==> src/rtl/pipelined_cla_adder.sv <==
// pipelined_cla_adder: pipelined carry-lookahead adder/subtractor with valid/ready flow control.
// Subtract mode (B inversion, forced carry-in) is built only when PCLA_SUB_EN is defined.
module pipelined_cla_adder #(
    parameter int WIDTH  = 12,
    parameter int BLOCK  = 4,
    parameter int STAGES = 2
) (
    input  logic             clk,
    input  logic             rst_n,
    input  logic             in_valid,
    output logic             in_ready,
    input  logic [WIDTH-1:0] a,
    input  logic [WIDTH-1:0] b,
    input  logic             cin,
    input  logic             sub,
    output logic             out_valid,
    input  logic             out_ready,
    output logic [WIDTH-1:0] s,
    output logic             cout,
    output logic             ovf
);
    localparam int NG  = WIDTH / BLOCK;
    localparam int GPS = (NG + STAGES - 1) / STAGES;

    if (WIDTH % BLOCK != 0 || STAGES < 1 || STAGES > NG) begin : g_bad_cfg
        $error("pipelined_cla_adder: illegal WIDTH/BLOCK/STAGES combination");
    end

    logic             r_v  [STAGES];
    logic [WIDTH-1:0] r_s  [STAGES];
    logic [WIDTH-1:0] r_p  [STAGES];
    logic [WIDTH-1:0] r_g  [STAGES];
    logic             r_c  [STAGES];
    logic             r_ov [STAGES];

    logic             w_vi  [STAGES];
    logic [WIDTH-1:0] w_si  [STAGES];
    logic [WIDTH-1:0] w_pi  [STAGES];
    logic [WIDTH-1:0] w_gi  [STAGES];
    logic             w_ci  [STAGES];
    logic [WIDTH-1:0] w_sn  [STAGES];
    logic             w_cn  [STAGES];
    logic             w_ovn [STAGES];
    logic [WIDTH-1:0] w_bx;
    logic             w_c0;
    logic             w_adv;
    logic [BLOCK:0]   w_gc;
    logic             w_unused;

`ifdef PCLA_SUB_EN
    assign w_bx = sub ? ~b : b;
    assign w_c0 = sub | cin;
`else
    assign w_bx = b;
    assign w_c0 = cin;
`endif
    assign w_unused = &{1'b0, sub, r_p[STAGES-1], r_g[STAGES-1]};

    assign w_adv     = ~r_v[STAGES-1] | out_ready;
    assign in_ready  = rst_n & w_adv;
    assign out_valid = r_v[STAGES-1];
    assign s         = r_s[STAGES-1];
    assign cout      = r_c[STAGES-1];
    assign ovf       = r_ov[STAGES-1];

    // Flat sum-of-products lookahead: every carry of the group comes straight from G/P and ci.
    function automatic logic [BLOCK:0] cla(input logic [BLOCK-1:0] p, input logic [BLOCK-1:0] g,
                                           input logic ci);
        logic [BLOCK:0] c;
        logic pp, acc;
        for (int j = 0; j <= BLOCK; j++) begin
            pp  = 1'b1;
            acc = 1'b0;
            for (int m = j - 1; m >= 0; m--) begin
                acc = acc | (g[m] & pp);
                pp  = pp & p[m];
            end
            c[j] = acc | (pp & ci);
        end
        return c;
    endfunction

    always_comb begin
        w_gc    = '0;
        w_vi[0] = in_valid & in_ready;
        w_si[0] = '0;
        w_pi[0] = a ^ w_bx;
        w_gi[0] = a & w_bx;
        w_ci[0] = w_c0;
        for (int k = 1; k < STAGES; k++) begin
            w_vi[k] = r_v[k-1];
            w_si[k] = r_s[k-1];
            w_pi[k] = r_p[k-1];
            w_gi[k] = r_g[k-1];
            w_ci[k] = r_c[k-1];
        end
        for (int k = 0; k < STAGES; k++) begin
            w_sn[k] = w_si[k];
            w_cn[k] = w_ci[k];
            for (int g = k * GPS; g < (k + 1) * GPS && g < NG; g++) begin
                w_gc = cla(w_pi[k][g*BLOCK +: BLOCK], w_gi[k][g*BLOCK +: BLOCK], w_cn[k]);
                w_sn[k][g*BLOCK +: BLOCK] = w_pi[k][g*BLOCK +: BLOCK] ^ w_gc[BLOCK-1:0];
                w_cn[k] = w_gc[BLOCK];
            end
            // Carry into the MSB is recovered as s^P there, so only the running carry is piped.
            w_ovn[k] = w_cn[k] ^ w_sn[k][WIDTH-1] ^ w_pi[k][WIDTH-1];
        end
    end

    always_ff @(posedge clk or negedge rst_n) begin
        if (!rst_n) begin
            for (int k = 0; k < STAGES; k++) begin
                r_v[k]  <= 1'b0;
                r_s[k]  <= '0;
                r_p[k]  <= '0;
                r_g[k]  <= '0;
                r_c[k]  <= 1'b0;
                r_ov[k] <= 1'b0;
            end
        end else if (w_adv) begin
            for (int k = 0; k < STAGES; k++) begin
                r_v[k] <= w_vi[k];
                if (w_vi[k]) begin
                    r_s[k]  <= w_sn[k];
                    r_p[k]  <= w_pi[k];
                    r_g[k]  <= w_gi[k];
                    r_c[k]  <= w_cn[k];
                    r_ov[k] <= w_ovn[k];
                end
            end
        end
    end
endmodule
==> config.mk <==
export PLATFORM = sky130hd
export DESIGN_NAME = pipelined_cla_adder
export DESIGN_NICKNAME = d
export VERILOG_FILES = /design/src/rtl/pipelined_cla_adder.sv
export SDC_FILE = /design/constraint.sdc
export NUM_CORES = 1
export LEC_CHECK = 0
export CORE_ASPECT_RATIO = 0.6
export CORE_UTILIZATION = 52
export DETAILED_ROUTE_END_ITERATION = 10
export GPL_ROUTABILITY_DRIVEN = 0
export PLACE_DENSITY = 0.84
export SLEW_MARGIN = 0
export SYNTH_ARGS = -nofsm -noshare
export SYNTH_HDL_FRONTEND = slang
export SYNTH_SLANG_ARGS = --single-unit
==> constraint.sdc <==
create_clock -name clk -period 3.48 [get_ports clk]
set_input_delay 0.348 -clock clk [delete_from_list [all_inputs] [get_ports clk]]
set_output_delay 0.348 -clock clk [all_outputs]
set_load 0.01 [all_outputs]
==> metrics.txt, run 1 <==
unrepaired setup endpoints after global routing no; overall routed net length 3290 um; DRC 0; relative slew slack 73.4%; PwrDens 583 nW/um^2; Syn. warnings 0; XOR/XNOR Fraction of Synth Area 3.89%; Worst Min Path Start r_s[19]; fin crit period 2.30 ns; dpl hpwl 2680 um; Critical Path Start Type input pin; Yosys top cell by area dfrtp_1; final-report hold violation count 0; main combinational cell family by area after synthesis multiplexers; fillcell total 240; internal reg-to-reg setup slack 2.02 ns; min-delay worst type reg -> reg; Final TNS setup 0 ns; root buffer cell clkbuf_8; PortBufs 44; post-CTS sizing 0; max-slew violations 0; crit path from b[0]; crit share post-route 66.1%; Async SR Flop Fraction 100%; cell row count 16; Hold WS 0.478 ns; router iterations before antenna repair 4; Synth top area share 45.8%; Top FF cell, synth dfrtp_1; mux share of post-synthesis cell area 13.7%; Worst R2R Start r_c[1]; CP Class in -> reg; Critical Path Fanout Max 3; Die H 47.6 um; Post-synth EDFFs 0; Critical Path End Type flop; die area 3710 um^2; CTS tree done; Crit path arrival time 2.46 ns; total clock sinks 33; clock buffer depth 2; area fraction in compound gates after synthesis 10.9%; count leader, synth dfrtp_1; Antenna Violating Nets Remaining 0; Post-CTS Setup Bufs 0; Cell variety after synth 31; post-synthesis register bit count 33; Max Clock Skew 0.00627 ns; maxcap violations 0; CTS clock-pin slew for the worst setup and hold paths 0.06 ns; Area growth syn-to-layout 26.4%; Syn Std Cell Area 1800 um^2; 1st-iter DRT viols 40; status complete, no violations; FMAX 435 MHz; Starting Density 54.9%; H-tree levels 2; simple-gate area share of the yosys netlist 7.22%; syn nets 198; wire length of the first global-routing pass 5240 um; Hold Buf Count CTS 0; sequential share of the synthesized area 45.8%; maximum VDD drop 0.256 mV; number of global-route vias before repair 1126; hold-critical path depth 2; Routed WL per cell 13.9 um; Post-synth top cells dfrtp_1, o21ai_0, mux2_2, ha_1; hold endpoint r_s[19]; top cells by area, synth dfrtp_1, ha_1, mux2_2; Leak Pwr 1.07 nW; R2R depth 5; Synth Area in Adders 11.2%; share of cells above drive strength 1 16.8%; vias per inst 5.12; largest net degree at the start of global routing 34; detailed-route via count 1208; Layout Nets 235; Avg Inst Size Synth 11.8 um^2; final setup fails 0; IO Pins 46; Cells after Synth 153; GRT overflow 0; initial antenna violation count 0; core area 3280 um^2; required time of the critical path 3.64 ns; clock latency on the worst-skew pair 0.27 ns; R2R Path End s[11]; TritonCTS buffer count 5; gr usage total 19.5%; worst slew pin tran 0.399 ns; # diodes 0; die outline width 78.0 um
final cells by class:
| type | instances | area (um^2) | share of cell area, % |
|---|---|---|---|
| timing repair buffer | 45 | 448 | 19.7 |
| clock buffer | 6 | 72.6 | 3.19 |
| multi-input combinational | 100 | 847 | 37.2 |
| clock inverter | 2 | 10.0 | 0.439 |
| tap | 45 | 56.3 | 2.47 |
| inverter | 5 | 18.8 | 0.824 |
| sequential | 33 | 826 | 36.2 |
kinds of logic after synthesis:
kind of cell    Yosys count
xor+xnor                  8
buf+inv                  20
fa+ha+maj                15
compound gates           30
flops                    33
mux                      21
simple gates             26
worst max-delay path: stages:
cell and delay (ns):
clkdlybuf4s50_1 0.45, ha_1 0.32, a211oi_2 0.28, nor2_1 0.11, o21ai_0 0.16, nand2b_1 0.08
fa_1 0.44, mux2_4 0.28
how the worst max path moves through the flow:
| stage | endpoint | slack, ns | cells after the start |
|---|---|---|---|
| after global placement | r_s[16] | 0.95 | 8 |
| after CTS | r_s[16] | 1.18 | 8 |
| after global routing | r_s[16] | 1.03 | 8 |
| after floorplan | r_s[16] | 1.46 | 7 |
| final | r_s[16] | 1.18 | 8 |
| after detailed placement | r_s[16] | 0.90 | 8 |
per-layer routing:
layer	track usage (%)	vias to the layer above	part of all wire (%)	wire length, um
met5	0	-	0	0
met4	6.67	0	1.3	42
met3	5.14	4	5.7	186
met2	33.6	41	48	1570
met1	25.0	572	45	1490
li1	-	591	-	-
report_power, final:
group / switching, mW / internal [mW] / total (mW) / leakage [nW]
clock network: 0.124 / 0.138 / 0.262 / 0.0450
registers: 0.0789 / 0.507 / 0.586 / 0.408
logic: 0.189 / 0.292 / 0.481 / 0.618
total: 0.392 / 0.937 / 1.33 / 1.07
through the flow:
stage	instances	util (%)	power, mW	setup WS (ns)	cell area [um^2]
after floorplan	153	-	0.910	1.46	1800
after global placement	228	66.9	1.05	0.951	2200
after detailed placement	228	66.9	1.08	0.901	2200
after CTS	236	69.4	1.34	1.18	2280
after global routing	236	69.4	1.41	1.03	2280
final	236	69.4	1.33	1.18	2280
registers in the layout (all words and copies together), names as in the netlist:
signal and cells:
r_g 4, r_s 8, r_c 1, cout 1, r_p 4, out_valid 1, s 12, r_v 1
ovf 1
placed cells by master (no fill, tap or decap), types with 2 or more instances in the layout:
cell type	n
clkdlybuf4s50_1	44
dfrtp_1	33
o21ai_0	15
mux2_2	14
ha_1	13
nand2_1	12
nor2_1	6
xor2_1	6
inv_1	5
a21o_1	5
clkbuf_8	5
mux2_4	4
mux2i_1	3
nand2b_1	2
xnor2_1	2
o21ai_1	2
nand3_1	2
fa_1	2
clkinv_2	2
No activity file was read; power rests on OpenSTA's default activity.
==> run 2, diff against run 1 <==
Settings changed: CORE_UTILIZATION 52 to 44, PLACE_DENSITY 0.84 to 0.76.
Clock period 3.48 ns to 2 ns, I/O delays scaled along.
==> run 2 against run 1 <==
Worst hold slack lost 0.088 ns. Largest power group unchanged. Utilization shrank 7.1 points. Largest cell class unchanged. Critical path type unchanged. Clock power grew 84%. Wire length grew 9.8%.
==> metrics.txt, run 2 (synthesized netlist as in run 1, its figures left out) <==
PortBufs 44 (unchanged); internal reg-to-reg setup slack 0.55 ns (-1.47 ns); die area 4370 um^2 (+18%); Crit path arrival time 2.15 ns (-0.31 ns); Hold Buf Count CTS 0 (unchanged); relative slew slack 72.9% (-0.50 points); Final Power 2.37 mW (+78%); min-delay worst type in -> async; worst slew pin tran 0.407 ns (+0.00744 ns); maximum VDD drop 0.328 mV (+28%); Starting Density 47.6% (-7.3 points); Critical Path Fanout Max 2 (-1); routed wl met2 1740 um (+11%); Area growth syn-to-layout 30.7%; fin crit period 1.98 ns; Final Worst Setup Slack 0.0246 ns (-1.16 ns); overall routed net length 3610 um (+9.8%); Antenna Violating Nets Remaining 0 (unchanged); wire length of the first global-routing pass 5840 um (+12%); crit share post-route 98.8%; register area 826 um^2 (unchanged); required time of the critical path 2.17 ns (-1.47 ns); Worst R2R Start r_c[1]; max-slew violations 0 (unchanged); Routed WL per cell 14.7 um (+5.8%); commonest non-fill, non-tap cell in the layout clkdlybuf4s50_1; 1st-iter DRT viols 73 (+83%); commonest non-fill, non-tap cells in the layout clkdlybuf4s50_1, dfrtp_1, mux2_2; TritonCTS buffer count 5 (unchanged); fillcell total 296 (+23%); Critical Path Start Type input pin; DRC 0 (unchanged); fin cells 245 (+3.8%); area of the multi-input gates 873 um^2 (+3.1%); Leak Pwr 1.11 nW (+3.5%); Max Clock Skew 0.00561 ns (-0.000664 ns); vias per inst 5.04 (-1.6%); dpl hpwl 2830 um (+5.5%); CTS tree done; gr usage total 18.1% (-1.4 points); core area 3790 um^2 (+15%); CP Class in -> reg; final setup fails 0 (unchanged); maxcap violations 0 (unchanged); CTS clock-pin slew for the worst setup and hold paths 0.07 ns (about the same); H-tree levels 2 (unchanged); met3 wire length 138 um (-26%); PwrDens 1000 nW/um^2 (+72%); routed length on met1 1660 um (+11%); max FFs per register 12 (unchanged); IO Pins 46 (unchanged); Critical Path End Type flop; initial antenna violation count 0 (unchanged); Top Layer Used met4; clock buffer depth 2 (unchanged); GRT overflow 0 (unchanged); detailed-route via count 1234 (+2.2%); router iterations before antenna repair 7 (+3); largest net degree at the start of global routing 34 (unchanged); # diodes 0 (unchanged); pre-CTS setup slack -0.483 ns (-1.38 ns); number of global-route vias before repair 1252 (+11%); die outline width 84.6 um (+8.5%); clock latency on the worst-skew pair 0.29 ns (+0.02 ns); cell row count 17 (+1); Die H 51.6 um (+8.3%); share of cells above drive strength 1 21.2% (+4.5 points); final-report hold violation count 0 (unchanged); root buffer cell clkbuf_8; FMAX 506 MHz; total clock sinks 33 (unchanged); R2R Path End ovf; status complete, no violations; Layout Nets 242 (+3.0%); R2R depth 5 (unchanged); Cells after DPL 236 (+3.5%)
[run 2: cell count changes in the layout (fill, tap and decap cells not counted), moves of 2 or more]
cell and change:
clkdlybuf4s50_1 -2, o21ai_0 -2, dlygate4sd2_1 +2, buf_4 +7, ha_1 -2
[run 2: routing by layer]
layer	vias up	global-route usage, %
met4	0	7.34
met2	29	29.9
li1	604	-
met1	594	22.6
met5	-	0
met3	7	5.56
[run 2: worst max path at each step]
stage / from / end / slack (ns) / cells past startpoint
after detailed placement: b[0] / r_s[16] / -0.48 / 8
after global placement: a[0] / r_s[16] / -0.31 / 8
after floorplan: a[0] / r_s[16] / 0.13 / 7
after global routing: a[1] / r_s[16] / -0.003 / 8
final: a[1] / r_s[16] / 0.02 / 8
after CTS: a[1] / r_s[16] / 0.007 / 8
[run 2: cell type report]
cell class	instances	share of cell area, %
clock buffer	6	3.08
clock inverter	2	0.425
inverter	5	0.796
multi-input combinational	100	37.0
sequential	33	35.0
tap	47	2.49
timing repair buffer	52	21.1
[run 2: metrics by stage]
step | hold slack [ns] | cell area (um^2) | setup TNS (ns) | util, %
finish | 0.390 | 2360 | 0 | 62.3
detailed placement | 0.471 | 2240 | -1.19 | 59.3
global placement | 0.459 | 2240 | -0.601 | 59.3
floorplan | -0.0956 | 1800 | 0 | -
global route | 0.438 | 2360 | -0.00334 | 62.3
CTS | 0.404 | 2350 | 0 | 62.1
[run 2: power by group]
part / internal (mW) / switching, mW
sequential: 0.882 / 0.136
combinational: 0.529 / 0.339
clock: 0.241 / 0.241
total: 1.65 / 0.716
[run 2: worst max-delay path, cell delays in order]
cell,delay (ns)
clkdlybuf4s50_1,0.48
ha_2,0.28
o21ai_2,0.14
nor2_1,0.09
o21ai_1,0.14
nand2b_1,0.09
fa_1,0.45
mux2_4,0.28
[run 2: repair_timing]
| item | in CTS | in global routing |
|---|---|---|
| resized for setup | 6 | 2 |
| endpoints found under the setup margin | 2 | 2 |
| buffers inserted | 1 | 0 |
| pin swaps | 1 | 0 |
| hold endpoints to repair | 0 | 0 |
==> run 3, diff against run 2 <==
Settings changed: CORE_ASPECT_RATIO 0.6 to 1.75.
==> run 3 against run 2 <==
Sequential power is essentially flat. Sequential share of layout area shrank 0.53 points. Clock power increased by 15%. Highest routed layer unchanged.
==> metrics.txt, run 3 (synthesized netlist as in run 1, its figures left out) <==
total clock sinks 33 (unchanged); max-slew violations 0 (unchanged); Critical Path Fanout Max 2 (unchanged); die outline width 50.4 um (-40%); crit share post-route 96.2% (-2.6 points); Layout Nets 244 (+0.83%); share of cells above drive strength 1 22.0% (+0.79 points); post-route cell area 2390 um^2 (+1.5%); Critical Path Start Type input pin; DRC 0 (unchanged); required time of the critical path 2.18 ns (about the same); GRT overflow 0 (unchanged); Critical Path End Type flop; Cells after DPL 238 (+0.85%); Area after DPL 2250 um^2 (+0.39%); clock latency on the worst-skew pair 0.29 ns (about the same); status complete, no violations; CP Class in -> reg; Hold Buf Count CTS 0 (unchanged); Routed WL per cell 13.6 um (-7.8%); maximum VDD drop 0.591 mV (+80%); root buffer cell clkbuf_8; R2R depth 5 (unchanged); Final TNS setup 0 ns (unchanged); CTS clock-pin slew for the worst setup and hold paths 0.07 ns (about the same); Area growth syn-to-layout 32.8%; CP max stage delay 0.44 ns (-0.04 ns); unrepaired setup endpoints after global routing no; PwrDens 1020 nW/um^2 (+1.3%); IO Pins 46 (unchanged); Worst R2R Start r_c[1]; min-delay worst type in -> async; Leak Pwr 1.14 nW (+2.5%); commonest non-fill, non-tap cells in the layout clkdlybuf4s50_1, dfrtp_1, mux2_2; CP Cell Sequence clkdlybuf4s50_1 > ha_1 > o21ai_2 > nor2_1 > o21ai_1 > nand2b_1 > fa_1 > mux2_4; dpl hpwl 2600 um (-8.1%); number of global-route vias before repair 1352 (+8.0%); fin cells 248 (+1.2%); # diodes 0 (unchanged); core area 3900 um^2 (+3.1%); relative slew slack 73.3% (+0.45 points); CTS tree done; detailed-route via count 1255 (+1.7%); slowest stage cell, crit path fa_1; TritonCTS buffer count 5 (unchanged); internal reg-to-reg setup slack 0.57 ns (+0.02 ns); max FFs per register 12 (unchanged); Max Clock Skew 0.00636 ns (+0.000753 ns); 1st-iter DRT viols 15 (-79%); overall routed net length 3370 um (-6.6%); fillcell total 335 (+13%); Hold WS 0.338 ns (-0.0515 ns); maxcap violations 0 (unchanged); Antenna Violating Nets Remaining 0 (unchanged); Starting Density 46.2% (-1.4 points); cell row count 30 (+13); Die H 86.7 um (+68%); gr usage total 18.5% (+0.36 points); worst slew pin tran 0.400 ns (-0.00677 ns); CP delay by family, top adder cells; fin crit period 1.92 ns (-0.0516 ns); largest net degree at the start of global routing 34 (unchanged); vias per inst 5.06 (+0.47%); initial antenna violation count 0 (unchanged); FMAX 520 MHz (+2.7%); R2R Path End ovf; commonest non-fill, non-tap cell in the layout clkdlybuf4s50_1; wire length of the first global-routing pass 5870 um (+0.36%); Buf/Inv on CP 1 (unchanged); die area 4370 um^2 (about the same); router iterations before antenna repair 3 (-4); final-report hold violation count 0 (unchanged); PortBufs 44 (unchanged); H-tree levels 2 (unchanged); clock buffer depth 2 (unchanged); final setup fails 0 (unchanged); Crit path arrival time 2.10 ns (-0.05 ns)
-- run 3: how the worst max path moves through the flow --
| stage | from | cells past startpoint | slack [ns] | to |
|---|---|---|---|---|
| final | a[1] | 8 | 0.08 | r_s[16] |
| after global routing | a[1] | 8 | 0.009 | r_s[16] |
| after CTS | a[0] | 8 | 0.007 | r_s[16] |
| after detailed placement | a[0] | 8 | -0.43 | r_s[16] |
| after global placement | a[0] | 8 | -0.35 | r_s[16] |
| after floorplan | a[0] | 7 | 0.13 | r_s[16] |
-- run 3: what timing repair did --
action,in CTS,in global routing
setup buffers,2,0
gates resized for setup,4,3
pin swaps,4,0
setup endpoints to repair,2,3
-- run 3: per-stage QoR --
step / setup WS, ns / power [mW] / util, %
2_1_floorplan: 0.127 / 1.58 / -
3_3_place_gp: -0.352 / 1.85 / 57.7
3_5_place_dp: -0.434 / 1.89 / 57.7
4_1_cts: 0.00675 / 2.47 / 61.0
5_1_grt: 0.00876 / 2.57 / 61.3
6_report: 0.0762 / 2.44 / 61.3
-- run 3: layout make-up --
cell class	instances	area [um^2]	area share, %
Multi-Input combinational cell	100	871	36.4
Clock buffer	7	96.3	4.03
Inverter	5	18.8	0.784
Timing Repair Buffer	54	517	21.6
Tap cell	48	60.1	2.51
Sequential cell	33	826	34.5
Clock inverter	1	5.00	0.209
-- run 3: worst reg2reg max path, stage by stage, from the launching register on --
cell     delay (ns)
dfrtp_1        0.40
a21o_1         0.19
a21o_1         0.24
a21oi_4        0.21
mux2i_1        0.21
o21ai_1        0.08
-- run 3: report_power, final --
part / leakage, nW / switching, mW / total [mW] / internal, mW
combinational: 0.674 / 0.333 / 0.865 / 0.532
clock: 0.0542 / 0.241 / 0.552 / 0.311
sequential: 0.408 / 0.135 / 1.02 / 0.883
total: 1.14 / 0.710 / 2.44 / 1.73
-- run 3: per-layer routing --
metal / global-route usage (%) / part of all wire (%) / vias to the layer above
met5: 0 / 0 / -
li1: - / - / 610
met3: 4.39 / 5.0 / 8
met2: 34.8 / 56 / 39
met4: 9.85 / 2.6 / 0
met1: 17.8 / 37 / 598
